===== src/rtl/serial_add_sub_if.sv =====
// Handshake and data bundle for the bit-serial adder/subtractor.
// The master issues operations; the slave (the serial unit) returns results.
interface serial_add_sub_if #(
    parameter int WIDTH = 8
);
    logic             start;
    logic             mode;
    logic [WIDTH-1:0] a;
    logic [WIDTH-1:0] b;
    logic             bin;
    logic             busy;
    logic             done;
    logic [WIDTH-1:0] result;
    logic             cout;
    logic             ovf;

    modport master (
        output start, mode, a, b, bin,
        input  busy, done, result, cout, ovf
    );

    modport slave (
        input  start, mode, a, b, bin,
        output busy, done, result, cout, ovf
    );
endinterface


===== src/rtl/serial_add_sub.sv =====
// Bit-serial adder/subtractor: one full-add/full-subtract cell plus a carry/borrow
// flop, one bit per clock, LSB first, with carry/borrow-out and signed overflow.
module serial_add_sub #(
    parameter int WIDTH = 8
) (
    input  logic                clk,
    input  logic                rst_n,
    serial_add_sub_if.slave     bus
);
    localparam int CNT_W = (WIDTH > 1) ? $clog2(WIDTH) : 1;

    typedef enum logic {IDLE, RUN} state_t;

    state_t           state_q, state_d;
    logic [WIDTH-1:0] a_q, a_d;
    logic [WIDTH-1:0] b_q, b_d;
    logic [WIDTH-1:0] work_q, work_d;
    logic [WIDTH-1:0] result_q, result_d;
    logic [CNT_W-1:0] cnt_q, cnt_d;
    logic             mode_q, mode_d;
    logic             carry_q, carry_d;
    logic             msb_cin_q, msb_cin_d;
    logic             cout_q, cout_d;
    logic             ovf_q, ovf_d;
    logic             done_q, done_d;
    logic             busy_q, busy_d;

    logic             ai, bi, bit_out, carry_out;
    logic [WIDTH-1:0] work_shifted;

    // Shared bit cell: sum and difference bits are identical, only the carry term differs.
    always_comb begin
        ai           = a_q[0];
        bi           = b_q[0];
        bit_out      = ai ^ bi ^ carry_q;
        carry_out    = mode_q ? ((ai & bi) | (carry_q & (ai ^ bi)))
                              : ((~ai & bi) | (~(ai ^ bi) & carry_q));
        work_shifted = {bit_out, work_q[WIDTH-1:1]};
    end

    always_comb begin
        state_d   = state_q;
        a_d       = a_q;
        b_d       = b_q;
        work_d    = work_q;
        result_d  = result_q;
        cnt_d     = cnt_q;
        mode_d    = mode_q;
        carry_d   = carry_q;
        msb_cin_d = msb_cin_q;
        cout_d    = cout_q;
        ovf_d     = ovf_q;
        done_d    = 1'b0;
        busy_d    = busy_q;

        case (state_q)
            IDLE: begin
                if (bus.start) begin
                    a_d     = bus.a;
                    b_d     = bus.b;
                    mode_d  = bus.mode;
                    carry_d = bus.bin;
                    cnt_d   = '0;
                    work_d  = '0;
                    busy_d  = 1'b1;
                    state_d = RUN;
                end
            end
            RUN: begin
                a_d     = a_q >> 1;
                b_d     = b_q >> 1;
                work_d  = work_shifted;
                carry_d = carry_out;
                cnt_d   = cnt_q + CNT_W'(1);
                // Carry leaving bit WIDTH-2 is the carry into the MSB, needed for overflow.
                if (cnt_q == CNT_W'(WIDTH - 2)) begin
                    msb_cin_d = carry_out;
                end
                if (cnt_q == CNT_W'(WIDTH - 1)) begin
                    result_d = work_shifted;
                    cout_d   = carry_out;
                    ovf_d    = msb_cin_q ^ carry_out;
                    done_d   = 1'b1;
                    busy_d   = 1'b0;
                    state_d  = IDLE;
                end
            end
            default: begin
                state_d = IDLE;
                busy_d  = 1'b0;
            end
        endcase
    end

    always_ff @(posedge clk or negedge rst_n) begin
        if (!rst_n) begin
            state_q   <= IDLE;
            a_q       <= '0;
            b_q       <= '0;
            work_q    <= '0;
            result_q  <= '0;
            cnt_q     <= '0;
            mode_q    <= 1'b0;
            carry_q   <= 1'b0;
            msb_cin_q <= 1'b0;
            cout_q    <= 1'b0;
            ovf_q     <= 1'b0;
            done_q    <= 1'b0;
            busy_q    <= 1'b0;
        end else begin
            state_q   <= state_d;
            a_q       <= a_d;
            b_q       <= b_d;
            work_q    <= work_d;
            result_q  <= result_d;
            cnt_q     <= cnt_d;
            mode_q    <= mode_d;
            carry_q   <= carry_d;
            msb_cin_q <= msb_cin_d;
            cout_q    <= cout_d;
            ovf_q     <= ovf_d;
            done_q    <= done_d;
            busy_q    <= busy_d;
        end
    end

    assign bus.busy   = busy_q;
    assign bus.done   = done_q;
    assign bus.result = result_q;
    assign bus.cout   = cout_q;
    assign bus.ovf    = ovf_q;
endmodule

===== src/flat_wrapper.sv =====
// flat-port wrapper written by rule: the top's interface ports become plain ports
module serial_add_sub_flat 
#(
    parameter int WIDTH = 8
)
  (clk, rst_n, bus_start, bus_mode, bus_a, bus_b, bus_bin, bus_busy, bus_done, bus_result, bus_cout, bus_ovf);
  serial_add_sub_if #(.WIDTH(WIDTH)) bus_i ();
  input  logic clk;
  input  logic rst_n;
  input wire logic [$bits(bus_i.start)-1:0] bus_start;
  input wire logic [$bits(bus_i.mode)-1:0] bus_mode;
  input wire logic [$bits(bus_i.a)-1:0] bus_a;
  input wire logic [$bits(bus_i.b)-1:0] bus_b;
  input wire logic [$bits(bus_i.bin)-1:0] bus_bin;
  output wire logic [$bits(bus_i.busy)-1:0] bus_busy;
  output wire logic [$bits(bus_i.done)-1:0] bus_done;
  output wire logic [$bits(bus_i.result)-1:0] bus_result;
  output wire logic [$bits(bus_i.cout)-1:0] bus_cout;
  output wire logic [$bits(bus_i.ovf)-1:0] bus_ovf;
  assign bus_i.start = bus_start;
  assign bus_i.mode = bus_mode;
  assign bus_i.a = bus_a;
  assign bus_i.b = bus_b;
  assign bus_i.bin = bus_bin;
  assign bus_busy = bus_i.busy;
  assign bus_done = bus_i.done;
  assign bus_result = bus_i.result;
  assign bus_cout = bus_i.cout;
  assign bus_ovf = bus_i.ovf;
  serial_add_sub #(.WIDTH(WIDTH)) u_core (.clk(clk), .rst_n(rst_n), .bus(bus_i));
endmodule

===== config.mk =====
export PLATFORM = sky130hd
export DESIGN_NAME = serial_add_sub_flat
export DESIGN_NICKNAME = d
export VERILOG_FILES = /design/src/rtl/serial_add_sub_if.sv /design/src/rtl/serial_add_sub.sv /design/src/flat_wrapper.sv
export SDC_FILE = /design/constraint.sdc
export NUM_CORES = 1
export LEC_CHECK = 0
export ABC_AREA = 0
export CAP_MARGIN = 20
export CORE_MARGIN = 10
export CORE_UTILIZATION = 35
export CTS_CLUSTER_SIZE = 16
export DETAILED_ROUTE_END_ITERATION = 10
export SLEW_MARGIN = 40
export SYNTH_ARGS = -nofsm -noshare
export SYNTH_HDL_FRONTEND = slang
export SYNTH_SLANG_ARGS = --single-unit

===== constraint.sdc =====
create_clock -name clk -period 1.73 [get_ports clk]
set_input_delay 0.4325 -clock clk [delete_from_list [all_inputs] [get_ports clk]]
set_output_delay 0.4325 -clock clk [all_outputs]
set_load 0.05 [all_outputs]

### Yosys cells after proc, flatten, opt, wreduce, memory -nomap -nowiden

Index checks and enable logic that the tools add are counted.

* add/sub/neg operators: 1
* equality and inequality tests: 4
* multiplexer cells: 19
* bitwise logic cells: 12
* reductions and logical operators: 4

Operators with widths (count)
* 8-bit case mux with 2 select lines: 3
* 8-bit two-way mux: 3
* 1-bit two-way mux: 8
* 2-bit AND reduction: 4
* 3-bit == test (second input constant): 2
* 1-bit case mux with 2 select lines: 3
* 3-bit case mux with 2 select lines: 1
* 1-bit AND: 4
* 2-bit inequality test (second input constant): 2
* 3-bit by 1-bit adder with 3-bit output (second input constant): 1
* 3-bit two-way mux: 1
* 1-bit inverter: 3
* 1-bit XOR: 3
* 1-bit bitwise OR: 2

* flip-flop bits (word level): 43
* bits of input ports: 21
* output and inout bits: 12
* logic and storage cells: 53

### Longest topological paths before layout

Gate-level depths: netlist of the first run.

* depth in word-level cells: 6
* gate-level depth with buffers: 6

### Least setup slack after synthesis of the first run

OpenSTA, ideal clock, no wires.

* kind: flip-flop to flip-flop
* start point: reg u_core.cnt_q[0]
* end point: reg u_core.result_q[1] (netlist: u_core.bus.result[1])
* data arrival time: 1.392 ns
* required time: 1.605 ns
* setup slack: 0.213 ns
* stages on the path, launching flop included: 6
* buffers on the path: 1
* clock period less this slack: 1.517 ns
* cell sequence: dfrtp_1 ha_1 ha_1 nand2_4 buf_2 mux2_2

* longest elaborated chain between the ends: 2

Ends and longest elaborated chain
* start, declared: line serial_add_sub.sv:19 `logic [CNT_W-1:0] cnt_q, cnt_d;`
* start signal, assigned: line serial_add_sub.sv:116 `cnt_q <= cnt_d;`
* 3-bit == test: line serial_add_sub.sv:79 `if (cnt_q == CNT_W'(WIDTH - 1)) begin`
* 2-bit AND reduction (no line)
* end signal, assigned: line serial_add_sub.sv:115 `result_q <= result_d;`
* end, declared: line serial_add_sub.sv:18 `logic [WIDTH-1:0] result_q, result_d;`

No other way between the ends.
A chain may end at the register's enable or synchronous reset.

### Worst setup path after layout of the first run

* start point: reg u_core.cnt_q[1]
* end point: reg u_core.ovf_q (netlist: u_core.bus.ovf)

* longest elaborated chain between the ends: 2

Ends and longest elaborated chain
* 3-bit == test: line serial_add_sub.sv:79
* 2-bit AND reduction (no line)
* end signal, assigned: line serial_add_sub.sv:121 `ovf_q <= ovf_d;`
* end, declared: line serial_add_sub.sv:24 `logic ovf_q, ovf_d;`

No other way between the ends.

==> results of run 1 <==
## Yosys cell counts, types with 3 or more instances
library cell and n:
nor2_1 5, nand2_1 23, clkbuf_1 4, ha_1 3
o21ai_0 20, inv_1 6, buf_2 3, mux2i_1 16
mux2_2 8, a22o_1 6, dfrtp_1 42
## path summary, 6_finish.rpt
path / startpoint / slack (ps) / endpoint
max: u_core.cnt_q[1]$_DFFE_PN0P_ / 130 / u_core.bus.ovf$_DFFE_PN0P_
min: rst_n / 200 / u_core.bus.cout$_DFFE_PN0P_
max reg2reg: u_core.cnt_q[1]$_DFFE_PN0P_ / 130 / u_core.bus.ovf$_DFFE_PN0P_
min reg2reg: u_core.bus.cout$_DFFE_PN0P_ / 490 / u_core.bus.cout$_DFFE_PN0P_
max in group asynchronous: rst_n / 1150 / u_core.a_q[0]$_DFFE_PN0P_
min in group clk: u_core.bus.cout$_DFFE_PN0P_ / 490 / u_core.bus.cout$_DFFE_PN0P_
## cell families after synthesis
kind of cell	after synthesis	share of synthesized area
mux	24	0.139
fa+ha+maj	5	0.0430
compound gates	32	0.110
buf+inv	15	0.0374
flops	42	0.583
simple gates	36	0.0881
## through the flow
stage / hold slack, ps / util / cells
final: 202 / 0.456 / 261
after global routing: 245 / 0.456 / 261
after CTS: 219 / 0.456 / 261
after detailed placement: 476 / 0.437 / 253
after global placement: 464 / 0.437 / 253
after floorplan: 137 / - / 154
## worst max-delay path, cell delays in order (launching register included)
cell	delay [ps]
dfrtp_1	380
ha_1	150
ha_1	250
nand2_4	150
or4_1	520
nand3_1	90
## layout make-up
class | instances | area share
Timing Repair Buffer | 38 | 0.155
Sequential cell | 42 | 0.458
Clock inverter | 2 | 0.00545
Clock buffer | 6 | 0.0359
Inverter | 6 | 0.00980
Tap cell | 70 | 0.0381
Multi-Input combinational cell | 97 | 0.298
## layer usage
metal,share of wire,track usage
met1,0.43,0.0952
met3,0.066,0.0359
met5,0,0
met4,0.0086,0.0308
met2,0.49,0.157
## sequential cells by signal, summed over array words and instances (netlist names)
register / flops
u_core.work_q: 7
u_core.bus.result: 8
u_core.mode_q: 1
u_core.bus.cout: 1
u_core.bus.ovf: 1
u_core.msb_cin_q: 1
u_core.state_q: 1
u_core.carry_q: 1
u_core.bus.done: 1
u_core.a_q: 8
u_core.cnt_q: 3
u_core.b_q: 8
u_core.bus.busy: 1
## power by group
part / switching (mW) / internal (mW)
combinational: 1.07 / 0.721
sequential: 0.268 / 1.40
clock: 0.318 / 0.320
==> impl_metrics.json, run 1 <==
{
  "grt_use_total": 0.0894,
  "synth_warnings": 0,
  "grt_pass1_vias": 1348,
  "cp.arrival_ps": 1830,
  "synth_edf_count": 0,
  "vias": 1252,
  "fp.dieArea_sq_mm": 0.00843,
  "cts_max_level": 2,
  "drv_slew": 0,
  "antenna_found_initial": 0,
  "synthArstFlopShare": 1.00,
  "dp_hpwl_microns": 2670,
  "die_w_microns": 91.8,
  "hold_violations": 0,
  "grt_max_degree": 43,
  "pre_cts_ws_ps": 22.6,
  "grt_overflow": 0,
  "finalCritPeriodShare": 0.927,
  "n_fill_cell": 471,
  "coreArea_sq_mm": 0.00504,
  "synthFlopType": "dfrtp_1",
  "skew_ps": 9.43,
  "vias_per_cell": 4.80,
  "io_buffers": 32,
  "cts_buffer_depth": 2,
  "gp_congestion": 0.756,
  "design_area_sq_mm": 0.00230,
  "drtPass1Iterations": 4,
  "setup_ws_ps": 127,
  "grt_pass1_wl_microns": 6310,
  "leakagePower_nw": 1.10,
  "fp-row-count": 26,
  "synth_top_area_frac": 0.583,
  "start_kind": "register",
  "holdBufCountCts": 0,
  "layout_common_cells": "42 x dfrtp_1, 23 x nand2_1, 20 x o21ai_0",
  "drv_cap": 0,
  "final-seq-area_sq_mm": 0.00105,
  "synth-seq-area-share": 0.583,
  "cts_made_buffers": 5,
  "cts.sinks": 42,
  "multi_input_area_sq_um": 686,
  "drive_above_1_share": 0.194,
  "diodes": 0,
  "mostFrequentLayoutCell": "dfrtp_1",
  "rsz0062_at_grt": "false",
  "hold_path_class": "primary input to asynchronous set/reset pin",
  "first_iter_violations": 64,
  "place_area_sq_mm": 0.00220,
  "r2r_cells": 5,
  "cp.required_ps": 1960,
  "drcViolationCount": 0,
  "fin_setup_tns_ps": 0,
  "initial_core_util": 0.358,
  "critPathCaptureType": "register",
  "num_io_pins": 33,
  "root_buffer": "clkbuf_8",
  "synth_top_area_cell": "dfrtp_1",
  "worst_pin_slew_ps": 530,
  "synthCells": 154,
  "max_freq_mhz": 624,
  "areaGrowthSynthToFinish_pct": 27.3,
  "layout.nets": 216,
  "ant_nets": 0,
  "fp.dieH_microns": 91.8,
  "ys_types": 25,
  "worst_ir_drop_vdd_mv": 0.592,
  "drt_wl_total_microns": 3610,
  "relSlewSlack": 0.646,
  "syn_avg_cell_area_sq_um": 11.7,
  "outcome": "complete, no violations",
  "totalPowerFinal_mw": 4.10,
  "wl_per_cell_microns": 13.8,
  "cts_tree": "built",
  "setup_viol": 0,
  "critical_path_class": "register to register",
  "clock_latency_ps": 290,
  "clk_pin_slew_ps": 80,
  "synth_nets": 180,
  "fin_crit_ps": 1600,
  "yosys_register_bits": 42,
  "power_density_mw_per_mm2": 1780,
  "yosys-top-cells-area": "dfrtp_1 58%, mux2i_1 8.9%, o21ai_0 5.5%",
  "cts_resized": 0,
  "netlist_area_sq_mm": 0.00180,
  "cp_max_fo": 13,
  "postCtsSetupBuffers": 0
}
No activity file was read; power rests on OpenSTA's default activity.
==> run 2: changes to the inputs <==
CTS_BUF_LIST = sky130_fd_sc_hd__clkbuf_8   (was default)
clock period = 2 ns   (was 1.73 ns; I/O delays follow)
==> run 2 against run 1 <==
Hold slack better by 57 ps. Combinational power down 16%. Largest power group unchanged. Clock power up 28%. Cell count down 0.38%. Critical path type is now register to output port. Sequential power down 13%. Register-to-register slack better by 260 ps.
==> impl_metrics.json, run 2 (synthesis gave the netlist of run 1 again) <==
{
  "outcome": "complete, no violations",
  "fin_crit_ps": 1920,
  "slowest_delay_ps": 800,
  "drtPass1Iterations": 4,
  "cts_tree": "built",
  "wl_per_cell_microns": 13.8,
  "critPathCaptureType": "output port",
  "cts_buffer_depth": 2,
  "fp-row-count": 26,
  "grt_max_degree": 43,
  "clk_pin_slew_ps": 80,
  "totalPowerFinal_mw": 3.77,
  "grt_overflow": 0,
  "gp_congestion": 0.735,
  "grt_use_total": 0.0894,
  "place_area_sq_mm": 0.00218,
  "vias_per_cell": 4.80,
  "layout_common_cells": "42 x dfrtp_1, 23 x nand2_1, 20 x o21ai_0, 20 x clkdlybuf4s50_1, 16 x mux2i_1",
  "drv_cap": 0,
  "drt_wl_total_microns": 3580,
  "crit_start": "u_core.bus.done$_DFF_PN0_",
  "diodes": 0,
  "cts_made_buffers": 5,
  "hold_path_class": "primary input to asynchronous set/reset pin",
  "busiest_layer": "met2",
  "crit_family": "buffers and inverters",
  "design_area_sq_mm": 0.00233,
  "relSlewSlack": 0.649,
  "cp.required_ps": 1500,
  "root_buffer": "clkbuf_8",
  "cts_resized": 0,
  "fin_setup_tns_ps": 0,
  "dp_hpwl_microns": 2560,
  "hold_violations": 0,
  "fp.dieH_microns": 91.8,
  "rsz0062_at_grt": "false",
  "initial_core_util": 0.358,
  "hold_slack_ps": 258,
  "crit_slowest_cell": "clkdlybuf4s50_1",
  "cp_cell_sequence": "clkdlybuf4s50_1",
  "max_freq_mhz": 520,
  "grt_pass1_wl_microns": 6150,
  "setup_viol": 0,
  "fp.dieArea_sq_mm": 0.00843,
  "areaGrowthSynthToFinish_pct": 29.0,
  "antenna_found_initial": 0,
  "grt_pass1_vias": 1340,
  "drive_above_1_share": 0.184,
  "num_io_pins": 33,
  "cts.sinks": 42,
  "critical_path_class": "register to output port",
  "met3_usage": 0.0432,
  "mostFrequentLayoutCell": "dfrtp_1",
  "postCtsSetupBuffers": 0,
  "cp.arrival_ps": 1420,
  "first_iter_violations": 51,
  "layout.nets": 215,
  "grtUsageMet2": 0.147,
  "cts_max_level": 2,
  "clock_latency_ps": 300,
  "cp_max_fo": 1,
  "vias": 1248,
  "skew_ps": 5.62,
  "leakagePower_nw": 1.11,
  "worst_ir_drop_vdd_mv": 0.723,
  "io_buffers": 32,
  "coreArea_sq_mm": 0.00504,
  "power_density_mw_per_mm2": 1620,
  "path_buf_inv": 1,
  "holdBufCountCts": 0,
  "ant_nets": 0,
  "worst_pin_slew_ps": 527,
  "die_w_microns": 91.8,
  "drcViolationCount": 0,
  "start_kind": "register",
  "finalCritPeriodShare": 0.962,
  "fin_cells": 260,
  "rr_startpoint": "u_core.cnt_q[0]$_DFFE_PN0P_",
  "use_met1": 0.0962,
  "n_fill_cell": 482,
  "dp_cells": 252,
  "drv_slew": 0
}
[run 2: routing by layer]
layer  vias up  wire length, microns
met5         -                     0
met4         0                    63
met3         8                   272
met2        33                  1680
met1       613                  1560
li1        594                     -
[run 2: final timing paths]
check	to	slack, ps	cells after the start
max in group asynchronous	u_core.a_q[2]$_DFFE_PN0P_	1370	2
worst min-delay path	u_core.bus.ovf$_DFFE_PN0P_	260	2
worst min register to register	u_core.a_q[5]$_DFFE_PN0P_	490	2
worst max register to register	u_core.bus.ovf$_DFFE_PN0P_	390	5
min in group clk	u_core.a_q[5]$_DFFE_PN0P_	490	2
worst max-delay path	bus_done	80	1
[run 2: where the power goes]
group | total (mW) | internal, mW | switching, mW
clock | 0.821 | 0.532 | 0.289
sequential | 1.45 | 1.21 | 0.237
combinational | 1.50 | 0.592 | 0.907
[run 2: layout make-up]
class / instances / area, sq um / share of cell area
repair buffers: 37 / 338 / 0.145
multi-input cells: 97 / 686 / 0.295
well taps: 70 / 87.6 / 0.0376
inverters: 6 / 22.5 / 0.00968
clock inverters: 2 / 60.1 / 0.0258
clock buffers: 6 / 82.6 / 0.0355
flip-flops and latches: 42 / 1050 / 0.452
[run 2: stage by stage]
stage | util | setup slack (ps)
floorplan | - | 483
global placement | 0.433 | 301
detailed placement | 0.433 | 225
CTS | 0.462 | 50.9
global route | 0.462 | 29.9
finish | 0.462 | 75.6
